$ cat src/rtl/rmii_udp_tx_pkg.sv
// Shared types and constants for the RMII UDP transmitter: FSM states, frame layout
// constants and the reflected CRC-32 two-bit step.
package rmii_udp_tx_pkg;

  typedef enum logic [2:0] {
    ST_IDLE     = 3'd0,
    ST_PREAMBLE = 3'd1,
    ST_HEADER   = 3'd2,
    ST_PAYLOAD  = 3'd3,
    ST_PAD      = 3'd4,
    ST_FCS      = 3'd5,
    ST_IFG      = 3'd6
  } state_t;

  localparam logic [15:0] ETH_TYPE_IPV4  = 16'h0800;
  localparam logic [7:0]  IP_PROTO_UDP   = 8'h11;
  localparam logic [10:0] PREAMBLE_BYTES = 11'd8;
  localparam logic [10:0] HDR_BYTES      = 11'd42;
  localparam logic [10:0] MIN_PAYLOAD    = 11'd18;
  localparam logic [10:0] IFG_CYCLES     = 11'd48;
  localparam logic [31:0] CRC_INIT       = 32'hFFFF_FFFF;
  localparam logic [31:0] CRC_RESIDUE    = 32'hDEBB_20E3;
  localparam logic [31:0] CRC_POLY_REFL  = 32'hEDB8_8320;

  // Bit 0 of the dibit goes on the wire first, so it is folded in first.
  function automatic logic [31:0] crc_step2(input logic [31:0] crc, input logic [1:0] d);
    logic [31:0] c;
    c = crc;
    for (int i = 0; i < 2; i++)
      c = (c[0] ^ d[i]) ? ((c >> 1) ^ CRC_POLY_REFL) : (c >> 1);
    return c;
  endfunction

endpackage

$ cat src/rtl/rmii_udp_tx_crc32_d2.sv
// CRC-32 (Ethernet FCS) engine advancing two bits per clock, with synchronous
// clear back to the all-ones seed and an enable for frame-data dibits.
module crc32_d2 (
  input  logic        sys_clk,
  input  logic        rst_n,
  input  logic        i_clr,
  input  logic        i_en,
  input  logic [1:0]  i_dibit,
  output logic [31:0] o_crc
);
  import rmii_udp_tx_pkg::*;

  logic [31:0] r_crc;

  always_ff @(posedge sys_clk or negedge rst_n) begin
    if (!rst_n)    r_crc <= CRC_INIT;
    else if (i_clr) r_crc <= CRC_INIT;
    else if (i_en)  r_crc <= crc_step2(r_crc, i_dibit);
  end

  assign o_crc = r_crc;

endmodule

$ cat src/rtl/rmii_udp_tx.sv
// Ethernet II / IPv4 / UDP frame builder driving RMII TXD two bits per clock.
// Define RMII_UDP_TX_IP_CSUM_EN to compute the IPv4 header checksum; otherwise it is 0x0000.
module rmii_udp_tx #(
  parameter logic [47:0] SRC_MAC  = 48'h00_11_22_33_44_55,
  parameter logic [47:0] DST_MAC  = 48'hFF_FF_FF_FF_FF_FF,
  parameter logic [31:0] SRC_IP   = 32'hC0A8_0002,
  parameter logic [31:0] DST_IP   = 32'hC0A8_0003,
  parameter logic [15:0] SRC_PORT = 16'd1234,
  parameter logic [15:0] DST_PORT = 16'd1234,
  parameter logic [10:0] MAX_LEN  = 11'd1472
) (
  input  logic        sys_clk,
  input  logic        rst_n,
  input  logic        tx_start,
  input  logic [10:0] tx_len,
  output logic        tx_busy,
  output logic        tx_done,
  output logic        pl_req,
  input  logic [7:0]  pl_data,
  output logic        rmii_txen,
  output logic [1:0]  rmii_txdata,
  output logic [2:0]  o_dbg_state
);
  import rmii_udp_tx_pkg::*;

  state_t       r_state, w_next;
  logic [10:0]  r_len, r_cnt;
  logic [1:0]   r_dibit;
  logic [15:0]  r_ident;
  logic [7:0]   r_pl_byte;
  logic         r_pl_cap, r_txen;
  logic [1:0]   r_txd;
  logic         w_accept, w_byte_end, w_txen, w_crc_en, w_crc_clr;
  logic [7:0]   w_byte;
  logic [1:0]   w_dibit;
  logic [15:0]  w_tot_len, w_udp_len, w_csum;
  logic [335:0] w_hdr;
  logic [8:0]   w_hbit;
  logic [31:0]  w_crc;

  assign w_accept   = (r_state == ST_IDLE) && tx_start;
  assign w_byte_end = (r_dibit == 2'd3);
  assign w_tot_len  = 16'd28 + {5'd0, r_len};
  assign w_udp_len  = 16'd8 + {5'd0, r_len};

  assign w_hdr = {DST_MAC, SRC_MAC, ETH_TYPE_IPV4, 8'h45, 8'h00, w_tot_len, r_ident,
                  16'h4000, 8'h40, IP_PROTO_UDP, w_csum, SRC_IP, DST_IP,
                  SRC_PORT, DST_PORT, w_udp_len, 16'h0000};
  assign w_hbit = 9'd335 - {r_cnt[5:0], 3'b000};

`ifdef RMII_UDP_TX_IP_CSUM_EN
  // One header word per preamble cycle; done long before the checksum bytes go out.
  logic [19:0] r_csum_acc;
  logic [15:0] w_csum_word;
  logic [4:0]  w_pidx;
  logic [16:0] w_fold1, w_fold2;

  assign w_pidx = {r_cnt[2:0], r_dibit};

  always_comb begin
    w_csum_word = 16'h0000;
    case (w_pidx)
      5'd0:    w_csum_word = 16'h4500;
      5'd1:    w_csum_word = w_tot_len;
      5'd2:    w_csum_word = r_ident;
      5'd3:    w_csum_word = 16'h4000;
      5'd4:    w_csum_word = {8'h40, IP_PROTO_UDP};
      5'd5:    w_csum_word = SRC_IP[31:16];
      5'd6:    w_csum_word = SRC_IP[15:0];
      5'd7:    w_csum_word = DST_IP[31:16];
      5'd8:    w_csum_word = DST_IP[15:0];
      default: w_csum_word = 16'h0000;
    endcase
  end

  always_ff @(posedge sys_clk or negedge rst_n) begin
    if (!rst_n)        r_csum_acc <= '0;
    else if (w_accept) r_csum_acc <= '0;
    else if (r_state == ST_PREAMBLE && w_pidx < 5'd9)
      r_csum_acc <= r_csum_acc + {4'h0, w_csum_word};
  end

  assign w_fold1 = {1'b0, r_csum_acc[15:0]} + {13'd0, r_csum_acc[19:16]};
  assign w_fold2 = {1'b0, w_fold1[15:0]} + {16'd0, w_fold1[16]};
  assign w_csum  = ~w_fold2[15:0];
`else
  assign w_csum = 16'h0000;
`endif

  always_ff @(posedge sys_clk or negedge rst_n) begin
    if (!rst_n) r_state <= ST_IDLE;
    else        r_state <= w_next;
  end

  always_comb begin
    w_next = r_state;
    case (r_state)
      ST_IDLE:     if (tx_start) w_next = ST_PREAMBLE;
      ST_PREAMBLE: if (w_byte_end && r_cnt == PREAMBLE_BYTES - 11'd1) w_next = ST_HEADER;
      ST_HEADER:   if (w_byte_end && r_cnt == HDR_BYTES - 11'd1)
                     w_next = (r_len != 11'd0) ? ST_PAYLOAD : ST_PAD;
      ST_PAYLOAD:  if (w_byte_end && r_cnt == r_len - 11'd1)
                     w_next = (r_len < MIN_PAYLOAD) ? ST_PAD : ST_FCS;
      ST_PAD:      if (w_byte_end && r_cnt == MIN_PAYLOAD - 11'd1) w_next = ST_FCS;
      ST_FCS:      if (w_byte_end && r_cnt == 11'd3) w_next = ST_IFG;
      ST_IFG:      if (r_cnt == IFG_CYCLES - 11'd1) w_next = ST_IDLE;
      default:     w_next = ST_IDLE;
    endcase
  end

  always_comb begin
    w_byte    = 8'h00;
    w_txen    = 1'b1;
    w_crc_en  = 1'b0;
    w_crc_clr = 1'b0;
    pl_req    = 1'b0;
    case (r_state)
      ST_PREAMBLE: begin
        w_byte    = (r_cnt == PREAMBLE_BYTES - 11'd1) ? 8'hD5 : 8'h55;
        w_crc_clr = 1'b1;
      end
      ST_HEADER: begin
        w_byte   = w_hdr[w_hbit -: 8];
        w_crc_en = 1'b1;
        pl_req   = (r_dibit == 2'd2) && (r_cnt == HDR_BYTES - 11'd1) && (r_len != 11'd0);
      end
      ST_PAYLOAD: begin
        w_byte   = r_pl_byte;
        w_crc_en = 1'b1;
        pl_req   = (r_dibit == 2'd2) && (r_cnt != r_len - 11'd1);
      end
      ST_PAD: w_crc_en = 1'b1;
      ST_FCS: begin
        case (r_cnt[1:0])
          2'd0:    w_byte = ~w_crc[7:0];
          2'd1:    w_byte = ~w_crc[15:8];
          2'd2:    w_byte = ~w_crc[23:16];
          default: w_byte = ~w_crc[31:24];
        endcase
      end
      default: w_txen = 1'b0;
    endcase
  end

  always_comb begin
    case (r_dibit)
      2'd0:    w_dibit = w_byte[1:0];
      2'd1:    w_dibit = w_byte[3:2];
      2'd2:    w_dibit = w_byte[5:4];
      default: w_dibit = w_byte[7:6];
    endcase
  end

  assign tx_busy     = (r_state != ST_IDLE);
  assign tx_done     = (r_state == ST_IFG) && (r_cnt == 11'd0);
  assign o_dbg_state = r_state;
  assign rmii_txen   = r_txen;
  assign rmii_txdata = r_txd;

  // Counters restart on every state change, except that pad continues the payload byte count.
  always_ff @(posedge sys_clk or negedge rst_n) begin
    if (!rst_n) begin
      r_cnt     <= '0;
      r_dibit   <= '0;
      r_len     <= '0;
      r_ident   <= '0;
      r_pl_cap  <= 1'b0;
      r_pl_byte <= '0;
      r_txen    <= 1'b0;
      r_txd     <= 2'b00;
    end else begin
      r_txen   <= w_txen;
      r_txd    <= w_dibit;
      r_pl_cap <= pl_req;
      if (r_pl_cap) r_pl_byte <= pl_data;
      if (w_accept) r_len <= (tx_len > MAX_LEN) ? MAX_LEN : tx_len;
      if (r_state != ST_IFG && w_next == ST_IFG) r_ident <= r_ident + 16'd1;
      if (w_next != r_state && !(r_state == ST_PAYLOAD && w_next == ST_PAD)) begin
        r_cnt   <= '0;
        r_dibit <= '0;
      end else if (r_state == ST_IFG) begin
        r_cnt <= r_cnt + 11'd1;
      end else if (r_state != ST_IDLE) begin
        r_dibit <= r_dibit + 2'd1;
        if (w_byte_end) r_cnt <= r_cnt + 11'd1;
      end
    end
  end

  crc32_d2 u_crc (
    .sys_clk (sys_clk),
    .rst_n   (rst_n),
    .i_clr   (w_crc_clr),
    .i_en    (w_crc_en),
    .i_dibit (w_dibit),
    .o_crc   (w_crc)
  );

endmodule

$ cat config.mk
export PLATFORM = sky130hd
export DESIGN_NAME = rmii_udp_tx
export DESIGN_NICKNAME = d
export VERILOG_FILES = /design/src/rtl/rmii_udp_tx_pkg.sv /design/src/rtl/rmii_udp_tx_crc32_d2.sv /design/src/rtl/rmii_udp_tx.sv
export SDC_FILE = /design/constraint.sdc
export NUM_CORES = 1
export LEC_CHECK = 0
export CORE_ASPECT_RATIO = 1.2
export CORE_UTILIZATION = 50
export CTS_BUF_LIST = sky130_fd_sc_hd__clkbuf_8
export DETAILED_ROUTE_END_ITERATION = 16
export GPL_TIMING_DRIVEN = 0
export MAX_ROUTING_LAYER = met4
export PLACE_DENSITY = 0.69
export SYNTH_ARGS = -nofsm -noshare
export SYNTH_HDL_FRONTEND = slang
export SYNTH_SLANG_ARGS = --single-unit
$ cat constraint.sdc
create_clock -name sys_clk -period 3.9 [get_ports sys_clk]
set_clock_uncertainty 0.1 [all_clocks]
set_input_delay 0.585 -clock sys_clk [delete_from_list [all_inputs] [get_ports sys_clk]]
set_output_delay 0.585 -clock sys_clk [all_outputs]
set_load 0.03 [all_outputs]
==> metrics.csv <==
metric;value;unit
run status;completed;
DRT antenna net count;0;
synthesized cell area;0.00640;mm^2
Total GRT Usage;30.9;%
WS Path Type;register to register;
Worst EP arrival;4.06;ns
Post-synth EDFFs;0;
CP Max Fanout;17;
Clock Latency Late Sink;0.40;ns
quantity of I/O buffers inserted on ports;30;
root buffer cell;clkbuf_8;
pwr dens;220;mW/mm^2
CTS tree;built;
Synth Area in Adders;3.52;%
nets@finish;825;
syn nets;763;
largest family of logic cells by synthesized area;simple AND/OR/NAND/NOR gates;
DRT Pass-1 Iters;5;
Final Max Slew Viols;0;
vias per cell;6.07;
DRC Markers;0;
number of core rows;44;
final core utilization;61.4;%
Synth Warn #;0;
Hold Buf Count CTS;0;
Via Count;5774;
Rel. slew slack;35.8;%
Congestion Overflow GR;0;
vias in the first global route;5882;
Syn-to-layout area delta;17.8;%
Die X;105;um
Hold Path Class;input pin to async pin;
Compound-Gate Fraction of Synth Area;18.6;%
final hold slack;0.00428;ns
first-pass GRT wire length;30700;um
share of cells above drive strength 1;20.6;%
clock sinks;87;
minimum clock period;3.84;ns
drt first-iter violations;404;
commonest non-fill, non-tap cell in the layout;nor2_1;
most used cells in the layout excluding fill and tap cells;nor2_1 (86), nand2_1 (64), a21oi_1 (49), dfrtp_1 (49), xnor2_1 (39);
Hold Vio Cnt, Final;0;
WL/cell;20.0;um
# diodes;0;
Leakage Power;3.13;nW
DP HPWL;14100;um
final worst-path cycle share;98.4;%
Async S/R FF share, synth;100;%
Core Area;0.0123;mm^2
Avg Cell Area, Syn;8.85;um^2
largest net degree at the start of global routing;61;
WP data required;4.13;ns
number of CTS-inserted buffers;9;
number of max-cap violations;0;
CP Launch Type;register;
Final Routed Wirelength;19000;um
fmax;261;MHz
multiplexer area fraction after synthesis;3.50;%
sequential fraction of the synthesis area;34.6;%
clock slew at reported path FFs;0.09;ns
Initial Util;52.1;%
Worst VDD drop;0.258;mV
die area;0.0133;mm^2
synthesized flop and latch total;87;
# H-tree levels;3;
Simple-Gate Fraction of Synth Area;21.8;%
initial antenna violation count;0;
Slew @ Worst Pin;0.956;ns
Die Ht;126;um
synth unique cells;81;
most used flip-flop cell after synthesis;dfrtp_1;
CP endpoint kind;register;
GP Congestion;0.921;
IO Pins;31;
Syn Inst Count;723;
Synth Area in XOR/XNOR;12.2;%
maximum buffer depth of the clock tree;2;
Final setup viols;0;
-- final timing paths --
check	startpoint	to	slack (ns)	cells past startpoint
max reg2reg	r_cnt[1]	u_crc.o_crc[26]	0.06	15
max	r_cnt[1]	u_crc.o_crc[26]	0.06	15
min	rst_n	r_ident[12]	0.004	1
min reg2reg	r_ident[15]	r_ident[15]	0.39	1
max in group asynchronous	rst_n	u_crc.o_crc[30]	3.01	2
min in group sys_clk	r_ident[15]	r_ident[15]	0.39	1
-- worst max-delay path, cell delays in order (launching register included) --
cell and delay [ns]:
dfrtp_2 0.39, buf_6 0.19, clkinvlp_4 0.17, ha_2 0.22
buf_6 0.16, xnor2_4 0.17, buf_6 0.15, clkbuf_4 0.18
a2111oi_4 0.33, a211oi_2 0.16, o311ai_2 0.36, o32ai_2 0.15
a311oi_4 0.44, buf_6 0.19, xnor3_1 0.22, a21oi_1 0.17
-- registers in the layout (all words and copies together), names as in the netlist --
signal       flops
u_crc.o_crc     32
r_ident         16
r_cnt           11
r_len           11
r_pl_byte        8
o_dbg_state      3
r_dibit          2
rmii_txdata      2
r_pl_cap         1
rmii_txen        1
-- synthesized netlist by cell type, drive strengths merged (6+ instances only) --
master   n  share of area, %
nand2   64               3.8
xor2    26               3.9
xnor2   42               6.3
o21ai   32               2.7
nand3   28               2.2
inv     22               1.3
nor2b   17               1.7
ha      18               3.5
a21oi   50               3.9
mux2    11               1.9
clkbuf  22               1.3
nand2b  10              0.98
o22a     9               1.2
nor2    87               5.1
nor3    27               2.2
a221oi   6              0.92
dfstp   32                13
dfrtp   55                22
a31oi    8              0.78
xnor3    6               2.1
mux2i   10               1.6
buf     26               3.0
-- stage by stage --
step / setup slack (ns) / TNS, ns / instances / instance area [um^2] / total power (W)
finish: 0.0639 / 0 / 951 / 7540 / 0.00166
global route: -0.0390 / -0.138 / 951 / 7540 / 0.00172
CTS: 0.00558 / 0 / 941 / 7330 / 0.00168
detailed placement: -0.556 / -6.82 / 915 / 6930 / 0.000965
global placement: -0.916 / -56.18 / 914 / 6900 / 0.000961
floorplan: 0.359 / 0 / 723 / 6400 / 0.000921
-- cells by family (layout without fill, tap and decap cells) --
group / count (synthesis) / count (layout)
XOR/XNOR: 74 / 74
AO/OA/AOI/OAI: 169 / 169
multiplexers: 21 / 21
AND/OR/NAND/NOR: 283 / 283
adder cells (fa/ha/maj): 18 / 18
buffers and inverters: 71 / 138
flip-flops: 87 / 87
-- per-layer routing --
layer | GRT usage, % | vias to the layer above | wire (um)
met5 | - | - | 0
met4 | 17.0 | 0 | 1010
met3 | 4.87 | 75 | 1010
met2 | 50.7 | 236 | 9260
met1 | 36.3 | 2767 | 7740
li1 | - | 2696 | -
-- where the power goes --
| part | switching [W] | internal [W] | leakage [nW] |
|---|---|---|---|
| Clock | 0.000355 | 0.000359 | 0.116 |
| Combinational | 0.0000225 | 0.0000220 | 1.96 |
| Sequential | 0 | 0.000903 | 1.05 |
-- what timing repair did --
item                                    in CTS  in global routing
buffers inserted                            10                 11
pin swaps                                    4                 12
hold endpoints to repair                     0                  0
gates resized for setup                     35                 36
endpoints found under the setup margin      21                 17
-- area by class of cell --
cell class / count / area [um^2]
sequential: 87 / 2220
clock inverter: 7 / 90.1
inverter: 23 / 91.3
timing repair buffer: 52 / 484
buffer: 47 / 309
fill: 1071 / 4740
multi-input combinational: 565 / 4010
clock buffer: 9 / 124
tap: 161 / 201
No activity file was read; power rests on OpenSTA's default activity.
